File: config.mk
export PLATFORM = sky130hd
export DESIGN_NAME = cvxif_complex_pipe
export DESIGN_NICKNAME = d
export VERILOG_FILES = /design/src/rtl/cvxif_complex_pipe.sv
export SDC_FILE = /design/constraint.sdc
export NUM_CORES = 1
export LEC_CHECK = 0
export ABC_AREA = 0
export BUFFER_PORTS_ARGS = -buffer_cell sky130_fd_sc_hd__buf_2
export CELL_PAD_IN_SITES_DETAIL_PLACEMENT = 2
export CELL_PAD_IN_SITES_GLOBAL_PLACEMENT = 2
export CORE_UTILIZATION = 35
export CTS_BUF_LIST = sky130_fd_sc_hd__clkbuf_8 sky130_fd_sc_hd__clkbuf_16
export DETAILED_ROUTE_END_ITERATION = 12
export GPL_TIMING_DRIVEN = 0
export HOLD_SLACK_MARGIN = 0.05
export PLACE_DENSITY_LB_ADDON = 0.08
export SYNTH_ARGS = -nofsm -noshare
export SYNTH_HDL_FRONTEND = slang
export SYNTH_SLANG_ARGS = --single-unit
File: constraint.sdc
create_clock -name clk -period 10.98 [get_ports clk]
set_input_delay 1.098 -clock clk [delete_from_list [all_inputs] [get_ports clk]]
set_output_delay 1.098 -clock clk [all_outputs]
set_load 0.05 [all_outputs]
File: src/rtl/cvxif_complex_pipe.sv
`default_nettype none
// cvxif_complex_pipe: CVXIF complex add/sub/conj/mul coprocessor with in-order result FIFO (rev 1.0).
// Define CVXIF_COMPLEX_MUL_EN to build the multiply path (funct3 011, states MUL1/MUL2).
module cvxif_complex_pipe #(
   parameter int XLEN  = 32,
   parameter int DEPTH = 2,
   parameter int ID_W  = 3
) (
   input  logic            clk,
   input  logic            rst_n,
   input  logic            issue_valid,
   output logic            issue_ready,
   input  logic [31:0]     issue_req_instr,
   input  logic [ID_W-1:0] issue_req_id,
   output logic            issue_resp_accept,
   output logic            issue_resp_writeback,
   output logic [1:0]      issue_resp_register_read,
   input  logic            register_valid,
   output logic            register_ready,
   input  logic [ID_W-1:0] register_id,
   input  logic [XLEN-1:0] register_rs0,
   input  logic [XLEN-1:0] register_rs1,
   input  logic [1:0]      register_rs_valid,
   output logic            result_valid,
   input  logic            result_ready,
   output logic [XLEN-1:0] result_data,
   output logic [ID_W-1:0] result_id
);
   localparam int HALF  = XLEN / 2;
   localparam int PTR_W = (DEPTH > 1) ? $clog2(DEPTH) : 1;
   localparam int CNT_W = $clog2(DEPTH + 1);
   localparam int ENT_W = XLEN + ID_W;
   localparam logic [2:0]  F3_ADD     = 3'b000;
   localparam logic [2:0]  F3_CONJ    = 3'b001;
   localparam logic [2:0]  F3_SUB     = 3'b010;
   localparam logic [31:0] MATCH_MASK = 32'hFE00_007F;
   localparam logic [31:0] MATCH_VAL  = 32'h0000_007B;

`ifdef CVXIF_COMPLEX_MUL_EN
   localparam logic [2:0] F3_MUL = 3'b011;
   typedef enum logic [1:0] {IDLE, WAITREGS, MUL1, MUL2} state_t;
`else
   typedef enum logic [0:0] {IDLE, WAITREGS} state_t;
`endif

   state_t            state_q, state_d;
   logic [2:0]        op_q, op_d;
   logic [ID_W-1:0]   id_q, id_d;
   logic              issue_ready_q, issue_ready_d;
   logic [ENT_W-1:0]  mem_q [DEPTH];
   logic [ENT_W-1:0]  mem_d [DEPTH];
   logic [PTR_W-1:0]  wr_ptr_q, wr_ptr_d, rd_ptr_q, rd_ptr_d;
   logic [CNT_W-1:0]  count_q, count_d;

   logic [2:0]        f3;
   logic              f3_ok, insn_match, xfer, push, pop;
   logic [XLEN-1:0]   push_data, alu_res;
   logic [HALF-1:0]   a_re, a_im, b_re, b_im;

   function automatic logic [PTR_W-1:0] ptr_inc(input logic [PTR_W-1:0] p);
      return (p == PTR_W'(DEPTH - 1)) ? '0 : p + PTR_W'(1);
   endfunction

   assign f3 = issue_req_instr[14:12];
`ifdef CVXIF_COMPLEX_MUL_EN
   assign f3_ok = (f3 == F3_ADD) || (f3 == F3_CONJ) || (f3 == F3_SUB) || (f3 == F3_MUL);
`else
   assign f3_ok = (f3 == F3_ADD) || (f3 == F3_CONJ) || (f3 == F3_SUB);
`endif
   assign insn_match = ((issue_req_instr & MATCH_MASK) == MATCH_VAL) && f3_ok;

   // issue_ready_q is only ever set while the next state is IDLE with a free FIFO slot
   assign issue_ready              = issue_ready_q;
   assign issue_resp_accept        = issue_valid && issue_ready_q && insn_match;
   assign issue_resp_writeback     = 1'b1;
   assign issue_resp_register_read = issue_resp_accept ? ((f3 == F3_CONJ) ? 2'b01 : 2'b11) : 2'b00;
   assign register_ready           = (state_q == WAITREGS) && (register_id == id_q);
   assign xfer = register_valid && register_ready && register_rs_valid[0] &&
                 (register_rs_valid[1] || (op_q == F3_CONJ));

   assign a_re = register_rs0[XLEN-1:HALF];
   assign a_im = register_rs0[HALF-1:0];
   assign b_re = register_rs1[XLEN-1:HALF];
   assign b_im = register_rs1[HALF-1:0];

   always_comb begin
      case (op_q)
         F3_ADD:  alu_res = {a_re + b_re, a_im + b_im};
         F3_SUB:  alu_res = {a_re - b_re, a_im - b_im};
         default: alu_res = {a_re, HALF'(0) - a_im};
      endcase
   end

`ifdef CVXIF_COMPLEX_MUL_EN
   logic [XLEN-1:0] opa_q, opa_d, opb_q, opb_d;
   logic [HALF-1:0] re_q, re_d, m0b, m1b, prod0, prod1;
   // MUL1 pairs re*re / im*im, MUL2 pairs re*im / im*re on the same two multipliers
   assign m0b   = (state_q == MUL2) ? opb_q[HALF-1:0] : opb_q[XLEN-1:HALF];
   assign m1b   = (state_q == MUL2) ? opb_q[XLEN-1:HALF] : opb_q[HALF-1:0];
   assign prod0 = opa_q[XLEN-1:HALF] * m0b;
   assign prod1 = opa_q[HALF-1:0] * m1b;
`endif

   always_comb begin
      state_d   = state_q;
      op_d      = op_q;
      id_d      = id_q;
      push      = 1'b0;
      push_data = '0;
`ifdef CVXIF_COMPLEX_MUL_EN
      opa_d = opa_q;
      opb_d = opb_q;
      re_d  = re_q;
`endif
      case (state_q)
         IDLE: begin
            if (issue_resp_accept) begin
               op_d    = f3;
               id_d    = issue_req_id;
               state_d = WAITREGS;
            end
         end
         WAITREGS: begin
            if (xfer) begin
`ifdef CVXIF_COMPLEX_MUL_EN
               if (op_q == F3_MUL) begin
                  opa_d   = register_rs0;
                  opb_d   = register_rs1;
                  state_d = MUL1;
               end else
`endif
               begin
                  push      = 1'b1;
                  push_data = alu_res;
                  state_d   = IDLE;
               end
            end
         end
`ifdef CVXIF_COMPLEX_MUL_EN
         MUL1: begin
            re_d    = prod0 - prod1;
            state_d = MUL2;
         end
         MUL2: begin
            push      = 1'b1;
            push_data = {re_q, prod0 + prod1};
            state_d   = IDLE;
         end
`endif
         default: state_d = IDLE;
      endcase
   end

   assign pop          = result_valid && result_ready;
   assign result_valid = (count_q != '0);
   assign {result_data, result_id} = mem_q[rd_ptr_q];

   always_comb begin
      mem_d    = mem_q;
      wr_ptr_d = wr_ptr_q;
      rd_ptr_d = rd_ptr_q;
      count_d  = count_q;
      if (push) begin
         mem_d[wr_ptr_q] = {push_data, id_q};
         wr_ptr_d        = ptr_inc(wr_ptr_q);
      end
      if (pop) rd_ptr_d = ptr_inc(rd_ptr_q);
      if (push && !pop)      count_d = count_q + CNT_W'(1);
      else if (pop && !push) count_d = count_q - CNT_W'(1);
      issue_ready_d = (state_d == IDLE) && (count_d < CNT_W'(DEPTH));
   end

   always_ff @(posedge clk or negedge rst_n) begin
      if (!rst_n) begin
         state_q       <= IDLE;
         op_q          <= '0;
         id_q          <= '0;
         issue_ready_q <= 1'b0;
         wr_ptr_q      <= '0;
         rd_ptr_q      <= '0;
         count_q       <= '0;
         for (int i = 0; i < DEPTH; i++) mem_q[i] <= '0;
`ifdef CVXIF_COMPLEX_MUL_EN
         opa_q <= '0;
         opb_q <= '0;
         re_q  <= '0;
`endif
      end else begin
         state_q       <= state_d;
         op_q          <= op_d;
         id_q          <= id_d;
         issue_ready_q <= issue_ready_d;
         wr_ptr_q      <= wr_ptr_d;
         rd_ptr_q      <= rd_ptr_d;
         count_q       <= count_d;
         mem_q         <= mem_d;
`ifdef CVXIF_COMPLEX_MUL_EN
         opa_q <= opa_d;
         opb_q <= opb_d;
         re_q  <= re_d;
`endif
      end
   end
endmodule
`default_nettype wire

==> results.py, run 1 <==
metrics = {
    "status": {
        "status": "finished, final reports clean",
    },
    "synth": {
        "synth.top_cell.area_share_pct": 32.5,
        "syn-num-nets": 878,
        "synth.most_common_cell": "nand2_1",
        "ys_async_sr_fraction_pct": 100,
        "syn_inst": 731,
        "synth_seq_cells": 82,
        "syn_area_per_cell_um2": 8.64,
        "synth_cell_types": 57,
        "ys_top_cells_by_area": "dfrtp_1 32%, mux2_2 11%, ha_1 7.1%",
        "yosysWarningCount": 0,
        "syn-cell-area_mm2": 0.00632,
        "ys_seq_area_share_pct": 32.5,
        "synth_commonest_cells": "91 x nand2_1, 82 x dfrtp_1, 59 x mux2_2",
        "synth_area_leader_cell": "dfrtp_1",
        "synth_edf_count": 0,
        "synth-main-ff-cell": "dfrtp_1",
    },
    "cts": {
        "cts_buffer_depth": 2,
        "cts_root_buf": "clkbuf_16",
        "clk_latency_ns": 0.34,
        "htree_levels": 3,
        "cts_tree": "done",
        "cts_resized": 0,
        "cts_setup_buffers": 0,
        "ctsHoldBuffers": 0,
        "clk_pin_slew_worst_paths_ns": 0.06,
        "cts_buffers": 9,
        "cts_sinks": 82,
    },
    "die": {
        "die_h_um": 136,
        "core_area_mm2": 0.0175,
        "initial_utilization_pct": 36.1,
        "num_rows": 48,
        "die_w_um": 136,
        "design.die.area_mm2": 0.0186,
        "ios": 151,
    },
    "power": {
        "p_leak_nw": 3.82,
        "power_density_mw_per_mm2": 112,
        "vdd_drop_max_mv": 0.0775,
    },
    "global_route": {
        "track_usage_pct": 25.6,
        "grt_overflow": 0,
        "antenna_found_initial": 0,
        "grt_max_degree": 47,
        "grt_pass1_wl_mm": 36.0,
        "grt_pass1_vias": 6702,
    },
    "placed_design": {
        "gp_congestion": 0.815,
        "port_buffers": 134,
        "hpwl_mm": 18.3,
    },
    "critical_path": {
        "r2r_cells": 14,
        "crit_path_start_kind": "input port",
        "cp.required_ns": 11.19,
        "reg2reg_to": "mem_q[34]",
        "rr_startpoint": "op_q[0]",
        "critPathLaunch": "register_rs1[20]",
        "end_kind": "flip-flop",
        "cp.arrival_ns": 5.25,
        "cp-endpoint": "mem_q[34]",
        "r2r_slack_ns": 6.01,
        "crit_type": "in -> reg",
        "path_max_fanout": 4,
    },
    "run": {
        "max-cap-violations": 0,
    },
    "sta": {
        "setup_violations": 0,
        "fmax_ghz": 0.198,
        "hold_viol_final": 0,
        "slew_viol_final": 0,
        "tns_ns": 0,
        "worst_pin_slew_ns": 0.851,
        "slew_headroom_pct": 43.1,
        "period_needed_ns": 5.04,
        "fin_crit_sh_pct": 45.9,
        "fin_skew_ns": 0.00538,
        "rsz0062_at_grt": "no",
    },
    "drt": {
        "drcViolationCount": 0,
        "drt.antenna.violating_nets": 0,
        "wl_per_cell_um": 20.7,
        "routed_wl_mm": 22.9,
        "vias": 6101,
        "vias_per_cell": 5.51,
        "drt_iter0_drc": 221,
        "drt-pass1-iter-count": 4,
    },
    "layout": {
        "area_growth_pct": 21.4,
        "drive_above_1_share_pct": 25.3,
        "nets": 1024,
        "utilization_pct": 43.9,
        "num_antenna_cells": 0,
    },
    "min_path": {
        "hp-class": "reg -> reg",
    },
}
==> through the flow <==
step	hold slack [ns]	setup slack [ns]	cell area, um2	std cells	power, mW
6_report	0.478	5.94	7660	1107	0.860
5_1_grt	0.504	5.65	7660	1107	0.896
4_1_cts	0.487	5.96	7660	1107	0.866
3_5_place_dp	0.462	5.63	7300	1091	0.496
3_3_place_gp	0.454	5.89	7270	1090	0.485
2_1_floorplan	0.440	5.98	6320	731	0.419
==> cell families (layout without fill, tap and decap cells) <==
group,count (synthesis),count (layout),share of synthesized area [%]
adder cells (fa/ha/maj),38,38,7.77
AND/OR/NAND/NOR,257,257,19.8
flip-flops,82,82,32.5
AO/OA/AOI/OAI,164,164,15.5
buffers and inverters,58,209,3.63
XOR/XNOR,59,59,8.18
other,1,1,0.0594
multiplexers,72,72,12.6
==> worst min path at each step <==
stage	start	to	slack, ns	depth (start not counted)
final	mem_q[56]	mem_q[56]	0.48	2
after global routing	mem_q[27]	mem_q[27]	0.50	2
after CTS	mem_q[56]	mem_q[56]	0.49	2
after detailed placement	mem_q[21]	mem_q[21]	0.46	2
after global placement	mem_q[1]	mem_q[1]	0.45	2
after floorplan	mem_q[21]	mem_q[21]	0.44	2
==> cells in the final DEF, fill, tap and decap left out, types with 3 or more instances in the layout <==
master       n
o21ai_0     56
nor4_1       6
xor2_1      19
bufinv_16    4
buf_2      136
o21a_1       3
clkbuf_16    9
a31oi_1     11
a21boi_0     3
mux2_2      59
buf_1        3
nor2_1      57
dfrtp_1     82
nor3b_1      5
or4_1        5
nand4_1      3
inv_1       25
nand2b_1     6
buf_4        3
nor3_1      22
or3_1        5
o31ai_1      9
and3_1       9
ha_1        36
a21o_1      15
nand3_1     25
nor2b_1      6
nand2_1     91
clkbuf_1    25
mux2i_1     13
a21oi_1     45
a211oi_1     7
xnor2_1     40
==> layer usage <==
metal  vias to the layer above  routed length (um)  track usage [%]
met5                         -                   0                0
met4                         0                 242             5.37
li1                       2891                   -                -
met1                      3064               10100             32.5
met2                       127               11600             46.1
met3                        19                 929             2.87
==> critical path, cell delays in order <==
cell,delay (ns)
buf_2,0.12
nor4_1,0.58
nor4b_1,0.72
a21oi_1,0.19
xnor2_1,0.17
ha_1,0.23
or4_1,0.55
o31ai_1,0.53
o21ai_0,0.23
xnor2_1,0.43
mux2i_1,0.28
nand3_1,0.12
==> cell type report <==
class,instances,area (um2)
repair buffers,135,701
clock buffers,9,225
multi-input cells,591,4040
plain buffers,33,135
fillers,1988,9810
inverters,25,93.8
well taps,225,282
flip-flops and latches,82,2050
clock inverters,7,141
==> flip-flops by register name (all words and copies together) (netlist names) <==
| signal | cells |
|---|---|
| wr_ptr_q | 1 |
| count_q | 2 |
| op_q | 3 |
| issue_ready | 1 |
| mem_q | 70 |
| rd_ptr_q | 1 |
| state_q | 1 |
| id_q | 3 |
==> power by group <==
group	total (mW)	switching, mW	leakage (nW)	internal, mW
logic	0.190	0.116	2.50	0.0737
registers	0.302	0.0000517	1.14	0.302
clock network	0.367	0.122	0.176	0.245
total	0.860	0.239	3.82	0.621
Note: power is estimated with default switching activity, not from simulation.
==> inputs of run 2 (changes only) <==
Settings changed: CORE_UTILIZATION 35 to 32.
Clock period 10.98 ns to 4.9 ns, I/O delays scaled along.
==> results.py, run 2 (synthesis gave the netlist of run 1 again) <==
metrics = {
    "status": {
        "status": "finished, final reports clean",
    },
    "layout": {
        "nets": 1024,
        "fin_cells": 1146,
        "largestRegisters": "mem_q x70, id_q x3, op_q x3",
        "largest_register_ffs": 70,
        "num_antenna_cells": 0,
        "drive_above_1_share_pct": 25.3,
        "area_growth_pct": 21.0,
        "final_cell_mix": "136 x buf_2, 91 x nand2_1, 82 x dfrtp_1, 59 x mux2_2",
        "fillers": 2226,
        "final_common_cell": "buf_2",
        "utilization_pct": 39.4,
        "regMostFlops": "mem_q",
    },
    "placed_design": {
        "dp_cells": 1131,
        "gp_congestion": 0.829,
        "port_buffers": 134,
        "hpwl_mm": 17.8,
    },
    "critical_path": {
        "cp.required_ns": 5.09,
        "r2r_cells": 14,
        "crit_chain": "nor2_2 -> and2_1 -> clkbuf_1 -> buf_1 -> nor2_1 -> xnor2_1 -> ha_1 -> a21o_1 -> a21o_1 -> o2bb2ai_1 -> or3_1 -> nand3_1 -> a21boi_0 -> o21ai_0",
        "cp.depth": 14,
        "path_max_fanout": 10,
        "crit_top_cell": "a21o_1",
        "crit_type": "reg -> reg",
        "cp.arrival_ns": 4.76,
        "end_kind": "flip-flop",
        "critical_path.n_buffers_inverters": 2,
        "cpMaxStageDelayCell": "a21boi_0",
        "path_delay_family": "compound AO/OA/AOI/OAI gates",
        "worst_path_largest_cell_delay_ns": 0.61,
        "crit_path_start_kind": "flip-flop",
    },
    "drt": {
        "vias_per_cell": 5.24,
        "routed_wl_mm": 22.2,
        "drt-pass1-iter-count": 4,
        "drcViolationCount": 0,
        "drt_iter0_drc": 178,
        "wl_per_cell_um": 19.4,
        "drt.antenna.violating_nets": 0,
        "vias": 6009,
    },
    "sta": {
        "slew_headroom_pct": 43.0,
        "fmax_ghz": 0.219,
        "rsz0062_at_grt": "no",
        "period_needed_ns": 4.57,
        "fin_crit_sh_pct": 93.3,
        "hold_ws_ns": 0.0958,
        "setup_violations": 0,
        "fin_skew_ns": 0.00533,
        "hold_viol_final": 0,
        "tns_ns": 0,
        "slew_viol_final": 0,
        "worst_pin_slew_ns": 0.854,
    },
    "power": {
        "p_leak_nw": 3.78,
        "power_density_mw_per_mm2": 232,
        "power_mw": 1.78,
        "vdd_drop_max_mv": 0.159,
    },
    "run": {
        "max-cap-violations": 0,
    },
    "cts": {
        "htree_levels": 3,
        "cts_root_buf": "clkbuf_16",
        "cts_sinks": 82,
        "cts_buffer_depth": 2,
        "clk_pin_slew_worst_paths_ns": 0.06,
        "cts_buffers": 9,
        "clk_latency_ns": 0.34,
        "cts_tree": "done",
    },
    "global_route": {
        "grt_pass1_wl_mm": 34.8,
        "track_usage_pct": 22.5,
        "antenna_found_initial": 0,
        "grt_pass1_vias": 6585,
        "grt_overflow": 0,
        "grt_max_degree": 51,
    },
    "die": {
        "initial_utilization_pct": 32.6,
        "die_h_um": 142,
        "die_w_um": 142,
        "design.die.area_mm2": 0.0203,
        "ios": 151,
        "core_area_mm2": 0.0194,
        "num_rows": 51,
    },
    "min_path": {
        "hp-class": "in -> async",
    },
}
[run 2: cell count changes in the layout (fill, tap and decap cells not counted)]
cell,before,now
nor2_1,57,56
clkinv_2,1,2
clkinvlp_4,1,2
clkbuf_8,0,1
clkinv_4,1,0
nor2_2,0,1
bufinv_16,4,1
[run 2: final timing paths]
check                                 from     endpoint  slack (ns)
max in group asynchronous            rst_n    mem_q[21]        4.19
min                                  rst_n  issue_ready         0.1
min in group clk           issue_req_id[2]      id_q[2]        0.38
min reg2reg                       mem_q[7]     mem_q[7]        0.48
max reg2reg                        op_q[0]    mem_q[27]        0.33
max                                op_q[0]    mem_q[27]        0.33
[run 2: through the flow]
step	area, um2	worst slack [ns]
CTS	7640	0.0271
finish	7640	0.329
detailed placement	7350	0.0500
global route	7640	0.0222
floorplan	6320	1.06
global placement	7320	0.0799
[run 2: layer usage]
metal | up-vias | wire (um) | GRT usage, %
li1 | 2884 | - | -
met1 | 2993 | 10200 | 29.0
met2 | 109 | 11100 | 40.4
met3 | 23 | 648 | 1.68
met4 | 0 | 279 | 5.72
met5 | - | 0 | 0
[run 2: layout make-up]
class	instances	area, um2	share of cell area, %
Buffer	33	135	1.77
Clock buffer	10	239	3.13
Clock inverter	5	55.1	0.720
Inverter	25	93.8	1.23
Multi-Input combinational cell	591	4040	52.8
Sequential cell	82	2050	26.8
Tap cell	265	332	4.34
Timing Repair Buffer	135	701	9.17
[run 2: where the power goes]
| group | internal (mW) | switching (mW) |
|---|---|---|
| registers | 0.677 | 0.000104 |
| clock network | 0.404 | 0.274 |
| logic | 0.164 | 0.258 |
| total | 1.25 | 0.532 |
[run 2: repair_timing]
item	4_1_cts	5_1_grt
setup buffers	0	0
resized for setup	0	1
hold buffers	0	0
setup endpoints to repair	0	6
